`config.mk`:
```
export PLATFORM = sky130hd
export DESIGN_NAME = retire_unit_flat
export DESIGN_NICKNAME = d
export VERILOG_FILES = /design/src/rtl/retire_unit_pkg.sv /design/src/rtl/retire_unit_if.sv /design/src/rtl/retire_unit_rrat.sv /design/src/rtl/retire_unit.sv /design/src/flat_wrapper.sv
export SDC_FILE = /design/constraint.sdc
export NUM_CORES = 1
export LEC_CHECK = 0
export BUFFER_PORTS_ARGS = -buffer_cell sky130_fd_sc_hd__buf_2
export CORE_MARGIN = 2
export CORE_UTILIZATION = 60
export CTS_CLUSTER_DIAMETER = 200
export DETAILED_ROUTE_END_ITERATION = 8
export MAX_ROUTING_LAYER = met4
export PLACE_DENSITY_LB_ADDON = 0.05
export RECOVER_POWER = 50
export SYNTH_ARGS = -nofsm -noshare
export SYNTH_HDL_FRONTEND = slang
export SYNTH_SLANG_ARGS = --single-unit
export TNS_END_PERCENT = 1
```
`constraint.sdc`:
```
create_clock -name CLK -period 4 [get_ports CLK]
set_input_delay 0.4 -clock CLK [delete_from_list [all_inputs] [get_ports CLK]]
set_output_delay 0.4 -clock CLK [all_outputs]
set_load 0.03 [all_outputs]
```
`src/rtl/retire_unit_pkg.sv`:
```
// Shared configuration for the retire unit: architectural/physical register
// widths, the ROB entry layout (same field order rename uses to build
// entries) and the retire FSM state encoding.
package retire_unit_pkg;

  localparam int PROJ_LOG_ARCH      = 5;
  localparam int PROJ_LOG_PHYS      = 6;
  localparam int PROJ_NUM_ARCH_REGS = 32;
  localparam int ROB_ENTRY_BITS     = 110;

  // ROB entry, MSB -> LSB. Field offsets follow from this packing:
  //   done[109] instr[108:77] addr[76:45] alt_pc[44:13]
  //   req_alt_pc[12] has_dest[11] phys[10:5] arch[4:0]
  typedef struct packed {
    logic                     done;
    logic [31:0]              instr;
    logic [31:0]              addr;
    logic [31:0]              alt_pc;
    logic                     req_alt_pc;
    logic                     has_dest;
    logic [PROJ_LOG_PHYS-1:0] phys;
    logic [PROJ_LOG_ARCH-1:0] arch;
  } rob_entry_t;

  // Retire FSM: normal commit, or walking the R-RAT back into the F-RAT.
  typedef enum logic {
    RU_RUN     = 1'b0,
    RU_RECOVER = 1'b1
  } ru_state_e;

  // Reinterpret a raw ROB head bus as a structured entry.
  function automatic rob_entry_t to_rob_entry(input logic [ROB_ENTRY_BITS-1:0] bits);
    return rob_entry_t'(bits);
  endfunction

endpackage

```
`src/rtl/retire_unit_if.sv`:
```
// ROB head handshake between the reorder buffer (master) and the retire
// unit (slave).
// Handshake: ROB_head_valid says the head entry is meaningful; ROB_pop is a
// combinational accept, and the head is dequeued on the rising edge where
// ROB_head_valid and ROB_pop are both high. ROB_pop never depends on itself.
interface retire_unit_if;
  import retire_unit_pkg::*;

  logic [ROB_ENTRY_BITS-1:0] ROB_head_entry;
  logic                      ROB_head_valid;
  logic                      ROB_pop;

  modport master (
    output ROB_head_entry,
    output ROB_head_valid,
    input  ROB_pop
  );

  modport slave (
    input  ROB_head_entry,
    input  ROB_head_valid,
    output ROB_pop
  );

endinterface

```
`src/rtl/retire_unit_rrat.sv`:
```
// Retirement RAT: committed arch->phys mapping. One synchronous write port,
// two asynchronous read ports (commit lookup and recovery walk). Resets to
// the identity mapping.
module rrat_table
  import retire_unit_pkg::*;
(
  input  logic                     clk_i,
  input  logic                     rst_ni,
  input  logic                     we_i,
  input  logic [PROJ_LOG_ARCH-1:0] waddr_i,
  input  logic [PROJ_LOG_PHYS-1:0] wdata_i,
  input  logic [PROJ_LOG_ARCH-1:0] raddr_a_i,
  output logic [PROJ_LOG_PHYS-1:0] rdata_a_o,
  input  logic [PROJ_LOG_ARCH-1:0] raddr_b_i,
  output logic [PROJ_LOG_PHYS-1:0] rdata_b_o
);

  logic [PROJ_LOG_PHYS-1:0] mem_q [PROJ_NUM_ARCH_REGS];

  // Table storage: identity on reset, single committed write otherwise.
  always_ff @(posedge clk_i) begin
    if (!rst_ni) begin
      for (int i = 0; i < PROJ_NUM_ARCH_REGS; i++) begin
        mem_q[i] <= PROJ_LOG_PHYS'(i);
      end
    end else if (we_i) begin
      mem_q[waddr_i] <= wdata_i;
    end
  end

  assign rdata_a_o = mem_q[raddr_a_i];
  assign rdata_b_o = mem_q[raddr_b_i];

endmodule

```
`src/rtl/retire_unit.sv`:
```
// Retire unit: commits one done ROB head per cycle, returns the displaced
// physical register to the free list, and on a mispredicted branch squashes
// the pipeline and walks the R-RAT into the F-RAT over 32 cycles.
module retire_unit
  import retire_unit_pkg::*;
(
  input  logic                     CLK,
  input  logic                     RESET,
  retire_unit_if.slave             rob,
  output logic                     Free_return_valid,
  output logic [PROJ_LOG_PHYS-1:0] Free_return_reg,
  output logic                     Frat_update,
  output logic [PROJ_LOG_ARCH-1:0] Frat_arch_reg,
  output logic [PROJ_LOG_PHYS-1:0] Frat_phy_reg,
  output logic                     Flush,
  output logic                     Redirect_valid,
  output logic [31:0]              Redirect_PC,
  output logic                     Recovering,
  output logic [31:0]              Retired_count,
  output ru_state_e                dbg_state_o
);

  rob_entry_t                head;
  ru_state_e                 state_q, state_d;
  logic [PROJ_LOG_ARCH-1:0]  index_q, index_d;
  logic                      pop;
  logic                      rrat_we;
  logic [PROJ_LOG_PHYS-1:0]  rrat_old;
  logic [PROJ_LOG_PHYS-1:0]  rrat_walk;

  logic                      free_valid_q, free_valid_d;
  logic [PROJ_LOG_PHYS-1:0]  free_reg_q, free_reg_d;
  logic                      redirect_q, redirect_d;
  logic [31:0]               redirect_pc_q, redirect_pc_d;
  logic [31:0]               count_q, count_d;

  logic                      unused_fields;

  assign head          = to_rob_entry(rob.ROB_head_entry);
  assign unused_fields = ^{head.instr, head.addr};

  // FSM state and walk index register.
  always_ff @(posedge CLK) begin
    if (!RESET) begin
      state_q <= RU_RUN;
      index_q <= '0;
    end else begin
      state_q <= state_d;
      index_q <= index_d;
    end
  end

  // Next state / pop: pop only in RUN, never while reset is held.
  always_comb begin
    state_d = state_q;
    index_d = index_q;
    pop     = 1'b0;
    case (state_q)
      RU_RUN: begin
        pop = RESET & rob.ROB_head_valid & head.done;
        if (pop && head.req_alt_pc) begin
          state_d = RU_RECOVER;
          index_d = '0;
        end
      end
      RU_RECOVER: begin
        index_d = index_q + 5'd1;
        if (index_q == PROJ_LOG_ARCH'(PROJ_NUM_ARCH_REGS - 1)) begin
          state_d = RU_RUN;
          index_d = '0;
        end
      end
      default: begin
        state_d = RU_RUN;
        index_d = '0;
      end
    endcase
  end

  assign rob.ROB_pop = pop;

  // Arch 0 is never remapped, so its phys goes straight back to the free list.
  assign rrat_we = pop & head.has_dest & (head.arch != '0);

  rrat_table u_rrat (
    .clk_i     (CLK),
    .rst_ni    (RESET),
    .we_i      (rrat_we),
    .waddr_i   (head.arch),
    .wdata_i   (head.phys),
    .raddr_a_i (head.arch),
    .rdata_a_o (rrat_old),
    .raddr_b_i (index_q),
    .rdata_b_o (rrat_walk)
  );

  // Commit-side next values for the registered outputs.
  always_comb begin
    free_valid_d  = pop & head.has_dest;
    free_reg_d    = free_reg_q;
    if (free_valid_d) begin
      free_reg_d = (head.arch != '0) ? rrat_old : head.phys;
    end
    redirect_d    = pop & head.req_alt_pc;
    redirect_pc_d = redirect_pc_q;
    if (redirect_d) begin
      redirect_pc_d = head.alt_pc;
    end
    count_d       = count_q + {31'd0, pop};
  end

  // Registered commit outputs: describe the entry popped last cycle.
  always_ff @(posedge CLK) begin
    if (!RESET) begin
      free_valid_q  <= 1'b0;
      free_reg_q    <= '0;
      redirect_q    <= 1'b0;
      redirect_pc_q <= '0;
      count_q       <= '0;
    end else begin
      free_valid_q  <= free_valid_d;
      free_reg_q    <= free_reg_d;
      redirect_q    <= redirect_d;
      redirect_pc_q <= redirect_pc_d;
      count_q       <= count_d;
    end
  end

  assign Free_return_valid = free_valid_q;
  assign Free_return_reg   = free_reg_q;
  assign Flush             = redirect_q;
  assign Redirect_valid    = redirect_q;
  assign Redirect_PC       = redirect_pc_q;
  assign Retired_count     = count_q;

  // Walk outputs follow the FSM directly; the F-RAT is only written here in RECOVER.
  assign Recovering    = (state_q == RU_RECOVER);
  assign Frat_update   = Recovering;
  assign Frat_arch_reg = Recovering ? index_q : '0;
  assign Frat_phy_reg  = Recovering ? rrat_walk : '0;
  assign dbg_state_o   = state_q;

endmodule

```
`src/flat_wrapper.sv`:
```
// flat-port wrapper written by rule: the top's interface ports become plain ports
module retire_unit_flat import retire_unit_pkg::*;
  (CLK, RESET, Free_return_valid, Free_return_reg, Frat_update, Frat_arch_reg, Frat_phy_reg, Flush, Redirect_valid, Redirect_PC, Recovering, Retired_count, dbg_state_o, rob_ROB_head_entry, rob_ROB_head_valid, rob_ROB_pop);
  retire_unit_if rob_i ();
  input  logic CLK;
  input  logic RESET;
  output logic Free_return_valid;
  output logic [PROJ_LOG_PHYS-1:0] Free_return_reg;
  output logic Frat_update;
  output logic [PROJ_LOG_ARCH-1:0] Frat_arch_reg;
  output logic [PROJ_LOG_PHYS-1:0] Frat_phy_reg;
  output logic Flush;
  output logic Redirect_valid;
  output logic [31:0] Redirect_PC;
  output logic Recovering;
  output logic [31:0] Retired_count;
  output ru_state_e dbg_state_o;
  input wire logic [$bits(rob_i.ROB_head_entry)-1:0] rob_ROB_head_entry;
  input wire logic [$bits(rob_i.ROB_head_valid)-1:0] rob_ROB_head_valid;
  output wire logic [$bits(rob_i.ROB_pop)-1:0] rob_ROB_pop;
  assign rob_i.ROB_head_entry = rob_ROB_head_entry;
  assign rob_i.ROB_head_valid = rob_ROB_head_valid;
  assign rob_ROB_pop = rob_i.ROB_pop;
  retire_unit u_core (.CLK(CLK), .RESET(RESET), .rob(rob_i), .Free_return_valid(Free_return_valid), .Free_return_reg(Free_return_reg), .Frat_update(Frat_update), .Frat_arch_reg(Frat_arch_reg), .Frat_phy_reg(Frat_phy_reg), .Flush(Flush), .Redirect_valid(Redirect_valid), .Redirect_PC(Redirect_PC), .Recovering(Recovering), .Retired_count(Retired_count), .dbg_state_o(dbg_state_o));
endmodule
```
Word level (Yosys, flattened, before mapping)
Memory sizes are Yosys's and may differ from the RTL's. A register that Yosys moved wholly into a read port is not among the register bits.
Cells that the tools add are included.
{ "word_totals": {"ff_bits": 78, "ram_bits": 192, "inputBits": 113, "word_cells": 40, "memories": 1} }
{ "classes": {"n_addsub": 2, "n_eq_ne": 2, "muxes": 19, "bitwise_logic": 6, "reduce_logical": 3} }
{ "memory_table": {"columns": ["name", "words", "word_bits", "read_ports", "rd_ports_with_merged_regs", "write_ports", "line_no", "text"], "rows": [
  ["u_core.u_rrat.mem_q", 32, 6, 2, 1, 32, "retire_unit_rrat.sv:18", "logic [PROJ_LOG_PHYS-1:0] mem_q [PROJ_NUM_ARCH_REGS];"]
]} }
{ "ops": {"columns": ["operator", "count"], "rows": [
  ["$add 32x1->32", 1],
  ["$mux 5", 6],
  ["$mux 6", 3],
  ["$pmux 5 s2", 1],
  ["$mux 1", 8],
  ["$reduce_or 6->1", 1],
  ["$add 5x1->5 const B", 1],
  ["$and 1x1->1", 5],
  ["$eq 5x5->1 const B", 1],
  ["$reduce_bool 5->1", 1],
  ["$ne 2x1->1 const B", 1],
  ["$pmux 1 s2", 1],
  ["$logic_and 1x1->1", 1],
  ["$not 1->1", 1]
]} }

Logic depth before layout (Yosys ltp)
Gate-level depths: netlist (run 1).
{ "depth": {"depth_word": 10, "depth_mapped": 9, "ltp_nobuf": 7} }

Cells and area by module
Synthesis (run 1) repeated with hierarchy kept, for this count alone.
{ "unflattened": {"cells_unflattened": 1054, "area_unflattened_um2": 13799.5} }
{ "modules_own_cells": {"columns": ["module", "n_inst", "cells_per_inst", "area_each_um2"], "rows": [
  ["rrat_table", 1, 667, 10510.1],
  ["retire_unit", 1, 387, 3289.4]
]} }

Worst setup path after synthesis (run 1)
No wires, ideal clock.
{ "synth_path": {"kind": "in2reg", "from": "in RESET", "to": "mem u_core.u_rrat.mem_q[5][0] (enable)", "setup_ps": 377, "t_arrival_ps": 2365, "slack_ps": 1258, "path_stages": 8, "cell_sequence": "buf_2 -> and4b_1 -> nand2_1 -> inv_1 -> buf_2 -> nand2_1 -> clkbuf_1 -> o21ai_0"} }
{ "synth_lines": {"columns": ["element", "line_no", "text"], "rows": [
  ["start: declaration", "flat_wrapper.sv:6", "input logic RESET;"],
  ["end: declaration", "retire_unit_rrat.sv:18", null]
]} }

==> results of run 1 <==
worst paths after layout:
path / depth (start not counted) / start / end
setup / recovery: 5 / flip-flop / Frat_phy_reg[4]
hold / removal: 3 / rob_ROB_head_entry[26] / u_core.Redirect_PC[13]
setup reg to reg: 5 / u_core.Frat_update / u_core.u_rrat.mem_q[5][3]
hold reg to reg: 2 / u_core.Redirect_PC[30] / u_core.Redirect_PC[30]
final cells by class:
cell class,instances,area (um2)
Inverter,14,52.6
Antenna cell,2,5.00
Fill cell,1705,7070
Timing Repair Buffer,170,823
Sequential cell,275,7430
Multi-Input combinational cell,765,5780
Clock buffer,34,807
Clock inverter,18,175
Tap cell,285,357
worst min-delay path, stage by stage:
cell,delay (ps)
buf_2,90
nand2_1,40
a21oi_1,50
power by group through the flow:
stage	Clock, mW	Combinational [mW]	Sequential, mW
finish	2.73	0.489	3.13
global route	2.85	0.513	3.14
CTS	2.75	0.486	3.13
detailed placement	0	0.483	3.19
global placement	0	0.480	3.19
floorplan	0	0.306	3.19
routing by layer:
metal,GRT usage,part of all wire
met5,-,0
met4,0.116,0.039
met2,0.483,0.46
met3,0.0524,0.11
met1,0.442,0.39
kinds of logic after synthesis:
group	Yosys count	synth area share
AND/OR/NAND/NOR	490	0.173
flip-flops	275	0.542
multiplexers	134	0.182
buffers and inverters	115	0.0358
AO/OA/AOI/OAI	108	0.0490
XOR/XNOR	22	0.0141
adder cells (fa/ha/maj)	5	0.00456
other	1	0.000274
stage by stage:
step / worst slack (ps) / power [mW] / cell area [um2]
6_report: 477 / 6.35 / 15400
5_1_grt: 364 / 6.50 / 15400
4_1_cts: 450 / 6.37 / 15600
3_5_place_dp: 826 / 3.67 / 14600
3_3_place_gp: 919 / 3.67 / 14600
2_1_floorplan: 1260 / 3.50 / 13700
layout by cell type (no fill, tap or decap), types with 31 or more instances in the layout:
| cell type | Yosys | layout |
|---|---|---|
| mux4_2 | 91 | 91 |
| clkbuf_16 | 0 | 31 |
| buf_2 | 14 | 53 |
| edfxtp_1 | 192 | 192 |
| clkbuf_1 | 66 | 93 |
| nand3_1 | 45 | 45 |
| dfxtp_1 | 83 | 81 |
| nor2_1 | 79 | 79 |
| nor3_1 | 59 | 59 |
| a21oi_1 | 44 | 44 |
| nand2_1 | 173 | 173 |
| mux2i_1 | 34 | 34 |
==> run metrics, run 1 <==
number of CTS-inserted buffers 28; Fin Hold WS 90.2 ps; CTS root buf clkbuf_16; wire per inst 23.7 um; Slew headroom 0.111; Port Buf Inserts 136; Resized cells post-CTS 0; Leak 4.93 nW; Finished Layout Cells 1563; fin. max-slew vios 0; post-synth top area share 0.421; power density over cell area 412 nW/um2; number of global-route vias before repair 9660; Buf+Inv Stages, Crit Path 2; worst skew pair latency 550 ps; Tcrit/Tclk final 0.881; Worst Path Required 3600 ps; GP Congestion 1.00; Detail Placement HPWL 25.4 mm; Worst-Margin Slew 1330 ps; Post-synth EDFFs 192; Placed Cells 1509; Netlist Area Pre-Place 13700 um2; CP endpoint kind output port; TritonCTS Sinks 275; register share of total power 0.493; final antenna-violating net count 0; H-tree lvl count 1; switch share 0.238; Yosys warnings 0; most frequent cells after synthesis edfxtp_1, nand2_1, mux4_2; Post-CTS Hold Buffers 0; Detailed Routing Iterations Pass 1 5; share of cells above drive strength 1 0.189; Util after Layout 0.686; largest net degree at the start of global routing 56; largest cells by area after synthesis edfxtp_1, mux4_2, dfxtp_1; CP Launch Type flip-flop; Worst Path Max Fanout 25; I/O Pins 201; Async SR Flop Fraction 0; area grow syn2layout 12.6%; Synth area leader edfxtp_1; nets 1372; final setup fails 0; Yosys cell types 58; outcome finished clean; Seq/Total Area, Yosys 0.542; CP Data Arrival Time 3120 ps; Final Hold Violating Endpoints 0; Yosys reg bits 275; initial antenna violation count 2; chip height 155 um; Max-Cap Viols 0; postcts setup bufs 0; core area 22500 um2; Comb power frac 0.077; VDD IR max 0.000309 V; CTS max path bufs 3; TNS Setup 0 ps; most common cell in the netlist edfxtp_1; Synth Instances 1150; Hold Path Class primary input to flip-flop; Clock power frac 0.430; r2r setup slk 780 ps; unrepaired setup endpoints after global routing false; drc violations 0; minimum clock period 3520 ps; Avg Cell Area, Syn 11.9 um2; CP delay by family, top multiplexers; crit path cell chain buf_4 -> mux4_2 -> mux4_2 -> a22o_1 -> buf_2; Net Switching 1.51 mW; most flop-heavy register u_core.u_rrat.mem_q; ys flop type edfxtp_1; CTS tree yes; crit path kind flip-flop to output port; Pint 4.84 mW; Initial Util 0.609; clock skew 14.0 ps; gr ovfl total 0; crit-path most repeated cell mux4_2; die area 24100 um2; Chip Width 155 um; Largest register FFs 192; Worst-path clk slew 60 ps; Tot GR Track Use 0.319; Initial DRC Count 958; Avg Vias per Cell 6.51; maximum clock rate 0.284 GHz; vias 10200; cell row count 55; first-pass GRT wire length 56.3 mm; final WL 37.0 mm; critical path's slowest cell dfxtp_4; CP max stage delay 700 ps
(Power assumes the default switching activity.)
==> inputs of run 2 (changes only) <==
--- a/config.mk
+++ b/config.mk
@@ -6,7 +6,7 @@
 export NUM_CORES = 1
 export LEC_CHECK = 0
 export BUFFER_PORTS_ARGS = -buffer_cell sky130_fd_sc_hd__buf_2
-export CORE_MARGIN = 2
+export CORE_MARGIN = 8
 export CORE_UTILIZATION = 60
 export CTS_CLUSTER_DIAMETER = 200
 export DETAILED_ROUTE_END_ITERATION = 8
==> run 2 against run 1 <==
The run now ends with max-capacitance violations, max-slew violations left. Largest power group unchanged. Flip-flop and latch count unchanged. Worst hold slack got worse by 3.3 ps. Sequential power about the same. Combinational power about the same. Critical endpoint is now u_core.u_rrat.mem_q[21][5]. Die area increased by 16%. Via count about the same. Utilization decreased by 0.43 points.
==> run metrics, run 2 (synthesized netlist as in run 1, its figures left out) <==
outcome finished, violations left; violated checks max-capacitance violations, max-slew violations; total power draw 6.30 mW (-0.79%); CP endpoint kind flip-flop; VDD IR max 0.000315 V (+1.9%); gr ovfl total 0 (unchanged); CP Data Arrival Time 3810 ps (+690 ps); Initial Util 0.607 (-0.00186); Multi-input gate area 5780 um2 (unchanged); die area 27900 um2 (+16%); power density over cell area 410 nW/um2 (-0.48%); Tcrit/Tclk final 0.873 (-0.00778); Post-CTS Hold Buffers 0 (unchanged); Worst-path clk slew 60 ps (about the same); TritonCTS Sinks 275 (unchanged); first-pass GRT wire length 58.8 mm (+4.5%); initial antenna violation count 0 (-2); unrepaired setup endpoints after global routing false; GP Congestion 1.00 (+0.31%); final WL 38.2 mm (+3.1%); Slew headroom -0.0942 (-0.205); Largest register FFs 192 (unchanged); CTS tree yes; crit path kind flip-flop to flip-flop; share of cells above drive strength 1 0.187 (-0.00235); Top Layer Used met4; Initial DRC Count 1143 (+19%); Worst-Margin Slew 1640 ps (+306 ps); FILL cells 1710 (+0.29%); Resized cells post-CTS 0 (unchanged); clock skew 16.2 ps (+2.19 ps); area grow syn2layout 12.2%; largest net degree at the start of global routing 54 (-3.6%); worst skew pair latency 550 ps (about the same); wire per inst 24.5 um (+3.2%); Final Hold Violating Endpoints 0 (unchanged); Antenna Cells 0 (-2); CP max stage delay 750 ps (+50 ps); TNS Setup 0 ps (unchanged); Detailed Routing Iterations Pass 1 6 (+1); drc violations 0 (unchanged); minimum clock period 3490 ps (-31.1 ps); final setup fails 0 (unchanged); most flop-heavy register u_core.u_rrat.mem_q; number of CTS-inserted buffers 29 (+3.6%); Chip Width 167 um (+7.7%); Max-Cap Viols 1 (+1); crit path cell chain and4b_1 -> nand2_1 -> clkbuf_1 -> or2_0 -> buf_4 -> o21ai_0 -> buf_4; Met3 Wirelength 4.21 mm (+6.4%); H-tree lvl count 1 (unchanged); Port Buf Inserts 136 (unchanged); CP Launch Type flip-flop; fin. max-slew vios 48 (+48); critical path's slowest cell clkbuf_1; postcts setup bufs 0 (unchanged); most common cell after layout, fill and taps aside edfxtp_1; nets 1371 (-0.073%); final antenna-violating net count 0 (unchanged); number of global-route vias before repair 10000 (+3.6%); I/O Pins 201 (unchanged); maximum clock rate 0.286 GHz (+0.89%); Tot GR Track Use 0.280 (-0.0387); Reg area 7430 um2 (unchanged); Worst Path Max Fanout 16 (-36%); CTS max path bufs 3 (unchanged); cell row count 55 (unchanged); hold path depth 3 (unchanged); Reg2Reg Depth 7 (+2); chip height 167 um (+7.7%); wire length on met1 15.1 mm (+4.0%); most frequent cells in the layout edfxtp_1, nand2_1, clkbuf_1, mux4_2, dfxtp_1; vias 10200 (-0.079%); core area 22600 um2 (+0.31%); CTS root buf clkbuf_16; Detail Placement HPWL 26.7 mm (+5.2%); crit-path most repeated cell buf_4; Avg Vias per Cell 6.51 (about the same); Met2 Wirelength 17.4 mm (+1.9%); Leak 4.92 nW (-0.19%); Worst Path Required 4320 ps (+720 ps); Hold Path Class primary input to flip-flop
run 2: changes by cell type in the layout (fill, tap and decap cells not counted), sizes merged:
cell | before | now
clkbuf | 126 | 133
buf | 78 | 77
bufinv | 2 | 1
clkinvlp | 3 | 2
clkinv | 12 | 8
diode | 2 | 0
run 2: worst paths after layout:
kind | end | slack (ps) | start
min reg2reg | u_core.Redirect_PC[9] | 450 | u_core.Redirect_PC[9]
max reg2reg | u_core.u_rrat.mem_q[21][5] | 510 | u_core.Frat_update
max | u_core.u_rrat.mem_q[21][5] | 510 | u_core.Frat_update
min | u_core.Redirect_PC[12] | 90 | rob_ROB_head_entry[25]
run 2: per-layer routing:
metal  global-route usage  vias to the layer above
met4               0.0998                        0
met5                    -                        -
met1                0.375                     4934
li1                     -                     4498
met3               0.0562                       90
met2                0.424                      641
run 2: through the flow:
stage	std cells	area, um2	utilization	hold slack, ps	setup WS (ps)
after floorplan	1155	13700	-	459	1260
after global placement	1507	14600	0.646	438	958
after detailed placement	1507	14600	0.646	445	920
after CTS	1561	15600	0.689	75.6	606
after global routing	1561	15400	0.682	78.4	313
final	1561	15400	0.682	86.9	508
run 2: cell type report:
cell class,instances,area share
clock buffers,42,0.0564
flip-flops and latches,275,0.483
repair buffers,168,0.0519
clock inverters,12,0.00626
well taps,285,0.0232
multi-input cells,765,0.376
inverters,14,0.00342
run 2: critical path: cells and delay by family (launching register included):
family / cells / cell delay, ps
buf+inv: 3 / 1330
simple gates: 3 / 1160
flops: 1 / 590
compound gates: 1 / 160
run 2: report_power, final:
group	total (mW)	switching, mW	internal (mW)	leakage [nW]
combinational	0.490	0.323	0.167	2.07
sequential	3.13	0.0380	3.09	2.38
clock	2.68	1.11	1.57	0.474
